## src/rtl/edge_event_scheduler_pkg.sv

```systemverilog
// Shared constants, FSM states and the round-robin index helper for the
// edge event scheduler and its arbiter.
package edge_event_scheduler_pkg;

  localparam int N    = 8;
  localparam int ID_W = $clog2(N);

  typedef enum logic {
    IDLE  = 1'b0,
    OFFER = 1'b1
  } state_e;

  function automatic logic [ID_W-1:0] rr_next(input logic [ID_W-1:0] id);
    return (id == ID_W'(N - 1)) ? '0 : id + ID_W'(1);
  endfunction

endpackage

```

## src/rtl/edge_event_scheduler_rr_pick.sv

```systemverilog
// Combinational round-robin picker: first set bit of (pending & ~exclude)
// searching from last_id+1 upward with wrap-around.
module rr_pick
  import edge_event_scheduler_pkg::*;
(
  input  logic [N-1:0]    pending_i,
  input  logic [ID_W-1:0] last_id_i,
  input  logic [N-1:0]    exclude_i,
  output logic [ID_W-1:0] winner_o,
  output logic            hit_o
);

  logic [N-1:0]    cand;
  logic [ID_W-1:0] idx;
  logic [ID_W-1:0] winner_c;
  logic            hit_c;

  assign cand = pending_i & ~exclude_i;

  always_comb begin
    hit_c    = 1'b0;
    winner_c = '0;
    idx      = last_id_i;
    for (int k = 0; k < N; k++) begin
      idx = rr_next(idx);
      if (!hit_c && cand[idx]) begin
        hit_c    = 1'b1;
        winner_c = idx;
      end
    end
  end

  assign winner_o = winner_c;
  assign hit_o    = hit_c;

endmodule

```

## src/rtl/edge_event_scheduler.sv

```systemverilog
// Captures per-line change pulses as pending events and serves them one at a
// time over a valid/ready port in round-robin order, flagging lost events.
module edge_event_scheduler
  import edge_event_scheduler_pkg::*;
(
  input  logic            clk,
  input  logic            rst_n,
  input  logic [N-1:0]    evt_in,
  input  logic            en,
  output logic            out_valid,
  output logic [ID_W-1:0] out_id,
  input  logic            out_ready,
  output logic [N-1:0]    pending,
  output logic [N-1:0]    overflow,
  input  logic            ovf_clr
);

  state_e          state_q, state_d;
  logic [N-1:0]    pending_q, pending_d;
  logic [N-1:0]    overflow_q, overflow_d;
  logic [ID_W-1:0] out_id_q, out_id_d;
  logic [ID_W-1:0] last_id_q, last_id_d;

  logic            xfer;
  logic [N-1:0]    out_mask;
  logic [N-1:0]    acc_mask;
  logic [ID_W-1:0] pick_base;
  logic [N-1:0]    pick_excl;
  logic [ID_W-1:0] pick_id;
  logic            pick_hit;

  assign xfer     = (state_q == OFFER) && out_ready;
  assign out_mask = N'(1) << out_id_q;
  assign acc_mask = xfer ? out_mask : '0;

  // While offering, the next winner is searched from the line being accepted,
  // skipping it so it only repeats once it is the sole pending line.
  assign pick_base = (state_q == OFFER) ? out_id_q : last_id_q;
  assign pick_excl = (state_q == OFFER) ? out_mask : '0;

  rr_pick u_rr_pick (
    .pending_i (pending_q),
    .last_id_i (pick_base),
    .exclude_i (pick_excl),
    .winner_o  (pick_id),
    .hit_o     (pick_hit)
  );

  always_comb begin
    pending_d  = evt_in | (pending_q & ~acc_mask);
    overflow_d = ovf_clr ? '0 : (overflow_q | (evt_in & pending_q & ~acc_mask));
  end

  always_comb begin
    state_d   = state_q;
    out_id_d  = out_id_q;
    last_id_d = last_id_q;
    case (state_q)
      IDLE: begin
        if (en && pick_hit) begin
          out_id_d = pick_id;
          state_d  = OFFER;
        end
      end
      OFFER: begin
        if (xfer) begin
          last_id_d = out_id_q;
          if (en && pick_hit) begin
            out_id_d = pick_id;
          end else begin
            state_d = IDLE;
          end
        end
      end
      default: state_d = IDLE;
    endcase
  end

  always_ff @(posedge clk) begin
    if (!rst_n) begin
      state_q    <= IDLE;
      pending_q  <= '0;
      overflow_q <= '0;
      out_id_q   <= '0;
      last_id_q  <= ID_W'(N - 1);
    end else begin
      state_q    <= state_d;
      pending_q  <= pending_d;
      overflow_q <= overflow_d;
      out_id_q   <= out_id_d;
      last_id_q  <= last_id_d;
    end
  end

  assign out_valid = (state_q == OFFER);
  assign out_id    = out_id_q;
  assign pending   = pending_q;
  assign overflow  = overflow_q;

endmodule

```

## config.mk

```make
export PLATFORM = sky130hd
export DESIGN_NAME = edge_event_scheduler
export DESIGN_NICKNAME = d
export VERILOG_FILES = /design/src/rtl/edge_event_scheduler_pkg.sv /design/src/rtl/edge_event_scheduler_rr_pick.sv /design/src/rtl/edge_event_scheduler.sv
export SDC_FILE = /design/constraint.sdc
export NUM_CORES = 1
export LEC_CHECK = 0
export ABC_AREA = 1
export CAP_MARGIN = 40
export CORE_ASPECT_RATIO = 1.25
export CORE_UTILIZATION = 52
export DETAILED_ROUTE_END_ITERATION = 6
export PLACE_DENSITY = 0.79
export SYNTH_ARGS = -nofsm -noshare
export SYNTH_HDL_FRONTEND = slang
export SYNTH_SLANG_ARGS = --single-unit
```

## constraint.sdc

```tcl
create_clock -name clk -period 6.4 [get_ports clk]
set_input_delay 1.28 -clock clk [delete_from_list [all_inputs] [get_ports clk]]
set_output_delay 1.28 -clock clk [all_outputs]
set_load 0.1 [all_outputs]
```

==> flow_metrics.tcl, run 1 <==
set metrics [dict create \
    status "complete, no violations" \
    ys_ff_latch 23 \
    io_buffers 32 \
    synth_cell_types 32 \
    clk_path_buf_depth 2 \
    critPathMaxFanout 12 \
    avgSynthCellArea_sq_um 6.33 \
    finalCritPeriodShare_pct 47.1 \
    leakagePower_nw 1.24 \
    cts_buffers 3 \
    drc 0 \
    chipHeight_um 70.3 \
    end_kind "register" \
    synth-compound-area-share_pct 9.01 \
    htreeDepth 1 \
    grtUsageTotal_pct 30.9 \
    yosys.area_share.xor_xnor_pct 1.29 \
    layout-drive-gt1-share_pct 18.2 \
    ys_seq_area_share_pct 23.7 \
    rows 24 \
    vias_per_cell 5.60 \
    routabilityCongestion 0.906 \
    min_path_type "reg -> reg" \
    stdcell_count 396 \
    clock_skew_ns 0.00691 \
    met2_wirelength_um 3090 \
    tritoncts "built" \
    synth.area.mux_share_pct 0 \
    n_antenna_cell 0 \
    setup_violations 0 \
    reg2reg_to "out_id[1]" \
    synth_flop_cell "dfxtp_1" \
    arrival_ns 3.20 \
    rsz0062_at_grt "false" \
    irDropWorstVdd_mv 0.210 \
    maxSlewHeadroom_pct 68.2 \
    path_clk_slew_ns 0.08 \
    wl_met3_um 266 \
    finalMaxSlewViolations 0 \
    cts-hold-fix-buffers 0 \
    period_minus_slack_ns 3.01 \
    cts_resized 0 \
    drtAntennaViolNets 0 \
    antenna_found_initial 0 \
    crit_required_ns 6.59 \
    start_util_pct 54.8 \
    tns_ns 0 \
    hp-start "overflow[6]" \
    core_area_sq_um 3540 \
    whs_ns 0.490 \
    wl_um 5780 \
    synthesis.nets 326 \
    max_freq_ghz 0.332 \
    synth_edf_count 0 \
    final_nets 377 \
    gr-total-overflow 0 \
    first_iter_violations 132 \
    startpoint "out_valid" \
    synth-adder-area-share_pct 3.86 \
    met1_length_um 2290 \
    syn_to_final_growth_pct 34.6 \
    dp.cells 392 \
    final_common_cell "nand2_1" \
    layout_common_cells "nand2_1 (79), nand3_1 (55), nor2_1 (38)" \
    min_path_cells 2 \
    dp_hpwl_um 4580 \
    cap_violations 0 \
    holdPathEnd "overflow[6]" \
    yosys_warnings 0 \
    power_uw 757 \
    clock_sinks 23 \
    clock_tree.root_cell "clkbuf_8" \
    tightest_slew_ns 0.476 \
    startpoint_type "register" \
    wire_per_inst_um 14.6 \
    crit_type "reg -> reg" \
    rr_worst_depth 17 \
    syn_area_sq_um 1940 \
    vias 2216 \
    grt_pass1_wl_um 9670 \
    async_reset_ff_share_pct 0 \
    post_cts_buffers 0 \
    fp.dieArea_sq_um 3990 \
    grt_max_degree 15 \
    clk_latency_ns 0.26 \
    pin_count 33 \
    r2r_slack_ns 3.39 \
    topRoutingLayerUsed "met4" \
    timing.rr.start "out_valid" \
    synth_top_family_by_area "simple AND/OR/NAND/NOR gates" \
    detail_route.first_pass.iterations 4 \
    hold_viol_final 0 \
    power_density_nw_per_um2 290 \
    syn_inst 307 \
    grt_pass1_vias 2188 \
    die-width_um 56.7 \
    synth_simple_gate_area_share_pct 53.8 \
]
==> per-layer routing <==
| layer | vias up | global-route usage [%] |
|---|---|---|
| li1 | 1113 | - |
| met1 | 1010 | 33.7 |
| met2 | 79 | 59.3 |
| met3 | 14 | 3.52 |
| met4 | 0 | 11.4 |
| met5 | - | 0 |
==> kinds of logic (layout without fill, tap and decap cells) <==
group | Yosys count | count (layout)
DFF | 23 | 23
AOI/OAI and AO/OA | 29 | 29
buffers and inverters | 37 | 87
xor gates and xnor gates | 2 | 2
and+or+nand+nor | 210 | 210
adders and majority gates | 6 | 6
==> flip-flops by register name (all words and copies together), names as in the netlist <==
name and flops:
pending 8, overflow 8, last_id_q 3, out_valid 1
out_id 3
==> layout make-up <==
cell class	count	area, sq um
Multi-Input combinational cell	247	1320
Clock inverter	1	7.51
Inverter	31	116
Fill cell	261	927
Tap cell	39	48.8
Timing Repair Buffer	52	621
Sequential cell	23	460
Clock buffer	3	41.3
==> metrics by stage <==
stage / worst slack, ns / util, % / area [sq um]
4_1_cts: 3.40 / 73.8 / 2620
6_report: 3.39 / 73.8 / 2620
2_1_floorplan: 3.33 / - / 1940
3_3_place_gp: 3.32 / 64.0 / 2270
3_5_place_dp: 3.44 / 72.5 / 2570
5_1_grt: 3.11 / 73.8 / 2620
==> cells in the mapped netlist (2+ instances only) <==
cell	number	area share, %
nand3_2	8	4.1
nand4_1	4	1.3
dfxtp_1	23	24
buf_6	3	1.7
a31oi_1	7	2.3
inv_1	25	4.8
nand2_1	79	15
nor2_2	2	0.64
ha_1	6	3.9
nand2_4	4	2.3
nand2_2	12	3.9
o21ai_0	4	1.0
nor2_1	38	7.3
a21oi_1	12	3.1
nor2_4	3	1.7
nand3_1	55	14
inv_2	5	0.97
clkbuf_1	3	0.58
==> worst max path at each step <==
stage                      to  slack (ns)  cells after the start
floorplan           out_id[1]        3.33                     17
global placement    out_valid        3.32                      1
detailed placement  out_id[1]        3.44                     20
CTS                 out_id[1]        3.40                     21
global route        out_id[2]        3.11                     23
finish              out_id[1]        3.39                     17
==> power breakdown <==
| group | total [mW] | leakage [nW] | internal [mW] | switching [mW] |
|---|---|---|---|---|
| sequential | 0.175 | 0.190 | 0.155 | 0.0202 |
| clock | 0.0888 | 0.0217 | 0.0439 | 0.0448 |
| combinational | 0.494 | 1.02 | 0.162 | 0.332 |
| total | 0.757 | 1.24 | 0.361 | 0.397 |
==> critical path: stages, from the launching register on <==
cell and delay (ns):
dfxtp_1 0.62, inv_1 0.17, nand2_1 0.18, nand2_4 0.13
ha_1 0.28, xnor2_1 0.29, nand2_1 0.10, nand2_2 0.11
nand2_1 0.09, nand2_2 0.11, nand2_1 0.07, nand3_1 0.07
nand2_1 0.09, nand3_2 0.11, nand3_2 0.16, nor2_1 0.13
nand2_1 0.09, a21oi_2 0.14
No activity file was read; power rests on OpenSTA's default activity.
==> run 2, diff against run 1 <==
==> constraint.sdc (replaced) <==
create_clock -name clk -period 2.9 [get_ports clk]
set_input_delay 0.58 -clock clk [delete_from_list [all_inputs] [get_ports clk]]
set_output_delay 0.58 -clock clk [all_outputs]
set_load 0.1 [all_outputs]
==> flow_metrics.tcl, run 2 (synthesis results as in run 1) <==
set metrics [dict create \
    path_clk_slew_ns 0.08 \
    hold_viol_final 0 \
    max_freq_ghz 0.387 \
    rsz0062_at_grt "false" \
    grt_pass1_vias 1928 \
    layout-drive-gt1-share_pct 20.6 \
    antenna_found_initial 0 \
    tritoncts "built" \
    stdcell_count 378 \
    cap_violations 0 \
    pin_count 33 \
    fillers 326 \
    start_util_pct 54.8 \
    first_iter_violations 109 \
    clock_skew_ns 0.00427 \
    io_buffers 32 \
    cts_buffers 3 \
    crit_type "reg -> reg" \
    vias_per_cell 5.47 \
    drtAntennaViolNets 0 \
    cts-hold-fix-buffers 0 \
    chipHeight_um 70.3 \
    holdPathEnd "overflow[1]" \
    rows 24 \
    ff_latch_area_sq_um 467 \
    end_kind "register" \
    slowest_stage "dfxtp_2" \
    reg2reg_to "out_id[1]" \
    dp_hpwl_um 4200 \
    wl_um 5090 \
    detail_route.first_pass.iterations 5 \
    critPathMaxStageDelay_ns 0.47 \
    timing.rr.start "out_id[1]" \
    post_cts_buffers 0 \
    r2r_slack_ns 0.31 \
    hp-start "overflow[1]" \
    min_path_type "reg -> reg" \
    dp.cells 374 \
    clock_sinks 23 \
    final_nets 359 \
    maxSlewHeadroom_pct 72.8 \
    crit_required_ns 3.10 \
    rr_worst_depth 19 \
    multi_input_area_sq_um 1320 \
    power_density_nw_per_um2 697 \
    fp.dieArea_sq_um 3990 \
    critPathMaxFanout 9 \
    status "complete, no violations" \
    drc 0 \
    wire_per_inst_um 13.5 \
    leakagePower_nw 1.14 \
    crit_top_cell "nand2_1" \
    finalMaxSlewViolations 0 \
    grt_max_degree 14 \
    irDropWorstVdd_mv 0.414 \
    tns_ns 0 \
    gr-total-overflow 0 \
    routabilityCongestion 0.949 \
    final_common_cell "nand2_1" \
    startpoint_type "register" \
    path_cells "nand2_1 > nand2_1 > ha_1 > inv_1 > nand3_1 > nand2_2 > nand2_1 > nand2_1 > nand3_2 > nand2_4 > nor2_4 > nand4_4 > nor2_4 > nand3_2 > nand2_1 > inv_1 > nand2_1 > nand2_1 > a21oi_2" \
    clk_path_buf_depth 2 \
    syn_to_final_growth_pct 17.6 \
    layout_common_cells "nand2_1 (79), nand3_1 (55), nor2_1 (38)" \
    clock_tree.root_cell "clkbuf_8" \
    min_path_cells 2 \
    n_antenna_cell 0 \
    clk_latency_ns 0.27 \
    setup_violations 0 \
    tightest_slew_ns 0.408 \
    arrival_ns 2.79 \
    critPathTopFamily "simple AND/OR/NAND/NOR gates" \
    cts_resized 0 \
    period_minus_slack_ns 2.59 \
    worst-path-buf-inv 2 \
    htreeDepth 1 \
    core_area_sq_um 3540 \
    die-width_um 56.7 \
    finalCritPeriodShare_pct 89.2 \
    vias 2069 \
    grt_pass1_wl_um 8480 \
    grtUsageTotal_pct 26.9 \
]
run 2: report_power, final:
group	total, mW	internal (mW)	switching (mW)
sequential	0.389	0.344	0.0458
combinational	1.01	0.294	0.713
clock	0.196	0.0960	0.100
run 2: cell type report:
| cell class | count | area share (%) |
|---|---|---|
| Clock buffer | 3 | 1.81 |
| Timing Repair Buffer | 34 | 12.5 |
| Inverter | 31 | 5.09 |
| Tap cell | 39 | 2.14 |
| Sequential cell | 23 | 20.4 |
| Multi-Input combinational cell | 247 | 57.8 |
| Clock inverter | 1 | 0.219 |
run 2: worst max-delay path by stage:
stage                   start   endpoint  slack (ns)  depth (start not counted)
CTS                 out_valid  out_id[1]        0.31                         21
detailed placement  out_valid  out_id[1]        0.32                         20
global placement    out_id[1]  out_id[1]        0.36                         18
floorplan           out_id[2]  out_id[2]        0.04                         17
global route        out_valid  out_id[2]       0.002                         23
finish              out_id[1]  out_id[1]        0.31                         19
run 2: through the flow:
step / worst slack, ns / utilization [%] / hold slack, ns / cell area (sq um) / power (mW)
2_1_floorplan: 0.0435 / - / 0.446 / 1950 / 1.20
3_3_place_gp: 0.356 / 63.1 / 0.450 / 2240 / 1.39
3_5_place_dp: 0.319 / 63.1 / 0.463 / 2240 / 1.40
4_1_cts: 0.310 / 64.4 / 0.484 / 2280 / 1.59
5_1_grt: 0.00228 / 64.5 / 0.496 / 2280 / 1.72
6_report: 0.313 / 64.5 / 0.476 / 2280 / 1.59
run 2: worst min-delay path, cell delays in order, from the launching register on:
cell and delay (ns):
dfxtp_1 0.33, a31oi_1 0.04, nor2_1 0.07
run 2: routing by layer:
metal  GRT usage [%]  vias to the layer above  wire (um)  part of all wire, %
li1                -                     1079          -                    -
met1            31.8                      915       2150                   42
met2            48.9                       66       2650                   52
met3            1.67                        9        188                  3.7
met4            11.9                        0         97                  1.9
met5               0                        -          0                    0
==> run 3, diff against run 2 <==
--- a/config.mk
+++ b/config.mk
@@ -5,12 +5,11 @@
 export SDC_FILE = /design/constraint.sdc
 export NUM_CORES = 1
 export LEC_CHECK = 0
-export ABC_AREA = 1
 export CAP_MARGIN = 40
 export CORE_ASPECT_RATIO = 1.25
 export CORE_UTILIZATION = 52
 export DETAILED_ROUTE_END_ITERATION = 6
-export PLACE_DENSITY = 0.79
+export PLACE_DENSITY = 0.8
 export SYNTH_ARGS = -nofsm -noshare
 export SYNTH_HDL_FRONTEND = slang
 export SYNTH_SLANG_ARGS = --single-unit
==> flow_metrics.tcl, run 3 <==
set metrics [dict create \
    period_minus_slack_ns 3.06 \
    fp.dieArea_sq_um 3960 \
    max_freq_ghz 0.327 \
    first_iter_violations 171 \
    synth_flop_cell "dfxtp_1" \
    clock_tree.root_cell "clkbuf_8" \
    drtAntennaViolNets 0 \
    io_buffers 32 \
    grt_pass1_vias 2029 \
    min_path_type "reg -> reg" \
    path_clk_slew_ns 0.08 \
    clock_sinks 23 \
    chipHeight_um 70.1 \
    maxSlewHeadroom_pct 66.3 \
    syn_to_final_growth_pct 45.8 \
    synth_edf_count 0 \
    start_util_pct 55.0 \
    crit_required_ns 3.09 \
    whs_ns 0.479 \
    violations "setup timing" \
    setup_violations 3 \
    gr-total-overflow 0 \
    arrival_ns 3.25 \
    finalMaxSlewViolations 0 \
    synth_common_cells "nor2_1 (29), dfxtp_1 (23), a21oi_1 (18), nand2_1 (18), mux2i_1 (16)" \
    synthesis.nets 248 \
    wire_per_inst_um 18.4 \
    tritoncts "built" \
    irDropWorstVdd_mv 1.07 \
    clk_latency_ns 0.26 \
    final_common_cell "buf_4" \
    detail_route.first_pass.iterations 4 \
    rsz0062_at_grt "true" \
    dp_hpwl_um 4410 \
    power_density_nw_per_um2 1330 \
    crit_top_cell "xnor2_2" \
    cap_violations 0 \
    yosys_warnings 0 \
    routabilityCongestion 0.930 \
    grt_pass1_wl_um 9100 \
    core_area_sq_um 3510 \
    htreeDepth 1 \
    synth_cell_types 55 \
    dp.cells 326 \
    critPathMaxFanout 4 \
    async_reset_ff_share_pct 0 \
    synth_top_area_cell "dfxtp_1" \
    tightest_slew_ns 0.493 \
    syn_inst 229 \
    layout_setup_ws_ns -0.158 \
    critPathMaxStageDelay_ns 0.47 \
    ys_seq_area_share_pct 23.8 \
    finalCritPeriodShare_pct 105 \
    synth_most_common_cell "nor2_1" \
    stdcell_count 340 \
    end_kind "register" \
    final_nets 321 \
    vias 2085 \
    critPathTopFamily "compound AO/OA/AOI/OAI gates" \
    layout-drive-gt1-share_pct 40.2 \
    layout_common_cells "buf_4 (63), nor2_1 (29), dfxtp_1 (19)" \
    slowest_stage "a2111oi_0" \
    avgSynthCellArea_sq_um 8.43 \
    synth_top_area_share_pct 23.8 \
    clk_path_buf_depth 2 \
    ys_ff_latch 23 \
    drc 0 \
    grtUsageTotal_pct 29.1 \
    cts_buffers 3 \
    rows 24 \
    pin_count 33 \
    path_cells "mux2i_4 > inv_2 > ha_2 > xnor2_2 > xnor2_2 > mux2i_1 > mux2_2 > a2111oi_0 > a21oi_1 > o221a_2 > o22ai_1" \
    grt_max_degree 18 \
    syn_area_sq_um 1930 \
    vias_per_cell 6.13 \
    fillers 241 \
    antenna_found_initial 0 \
    wl_um 6250 \
    die-width_um 56.5 \
    hold_viol_final 0 \
    worst-path-buf-inv 1 \
    leakagePower_nw 1.16 \
    startpoint_type "register" \
    n_antenna_cell 0 \
    synth_area_leaders "dfxtp_1 (24%), mux2i_1 (8.3%), nor2_1 (5.6%)" \
    status "complete, but fails checks" \
    crit_type "reg -> reg" \
    clock_skew_ns 0.00360 \
]
==> run 3: cell type report <==
class | instances | area [sq um] | share of cell area [%]
multi-input cells | 188 | 1590 | 56.6
clock buffers | 4 | 45.0 | 1.60
inverters | 8 | 32.5 | 1.16
well taps | 39 | 48.8 | 1.73
flip-flops and latches | 23 | 468 | 16.6
repair buffers | 78 | 627 | 22.3
==> run 3: final timing paths <==
path	startpoint	endpoint	slack (ns)	cells past startpoint
min reg2reg	overflow[5]	overflow[5]	0.48	2
min	overflow[5]	overflow[5]	0.48	2
max	out_valid	out_id[1]	-0.16	11
max reg2reg	out_valid	out_id[1]	-0.16	11
==> run 3: timing repair <==
item / CTS / global route
pin swaps: 10 / 10
setup endpoints to repair: 3 / 4
buffers inserted: 8 / 2
hold buffers: 0 / 0
gates cloned: 0 / 0
resized for setup: 9 / 12
==> run 3: metal layers <==
metal  part of all wire (%)  GRT usage [%]  up-vias
li1                       -              -     1001
met1                     37           32.6      970
met2                     54           53.2       94
met3                    4.6           2.78       20
met4                    3.4           14.6        0
met5                      0              0        -
==> run 3: worst register-to-register path: cells and delay by family (launching register included) <==
kind / cells / cell delay, ns
multiplexers: 3 / 0.77
AO/OA/AOI/OAI: 4 / 0.99
adder cells (fa/ha/maj): 1 / 0.23
XOR/XNOR: 2 / 0.48
flip-flops: 1 / 0.39
buffers and inverters: 1 / 0.12
==> run 3: stage by stage <==
| step | setup slack, ns | power (mW) | utilization [%] | instance area [sq um] | setup TNS, ns |
|---|---|---|---|---|---|
| 5_1_grt | -0.284 | 3.91 | 80.1 | 2810 | -0.785 |
| 4_1_cts | -0.0703 | 3.38 | 77.8 | 2730 | -0.151 |
| 2_1_floorplan | -0.346 | 2.25 | - | 2060 | -1.02 |
| 6_report | -0.158 | 3.73 | 80.1 | 2810 | -0.343 |
| 3_3_place_gp | -0.127 | 2.97 | 73.4 | 2580 | -0.190 |
| 3_5_place_dp | -0.152 | 3.00 | 73.4 | 2580 | -0.378 |
==> run 3: cell families (layout without fill, tap and decap cells) <==
group                    count (synthesis)  after routing  share of synthesized area, %
AND/OR/NAND/NOR                         89             89                          23.8
AO/OA/AOI/OAI                           54             54                          19.6
multiplexers                            29             29                          18.9
flip-flops                              23             23                          23.8
buffers and inverters                   18             90                          4.28
XOR/XNOR                                10             10                          5.64
adder cells (fa/ha/maj)                  6              6                          3.89
==> run 3: power by group <==
part	total, mW	switching [mW]	internal (mW)
Sequential	0.433	0.0708	0.363
Clock	0.199	0.101	0.0980
Combinational	3.10	1.66	1.44
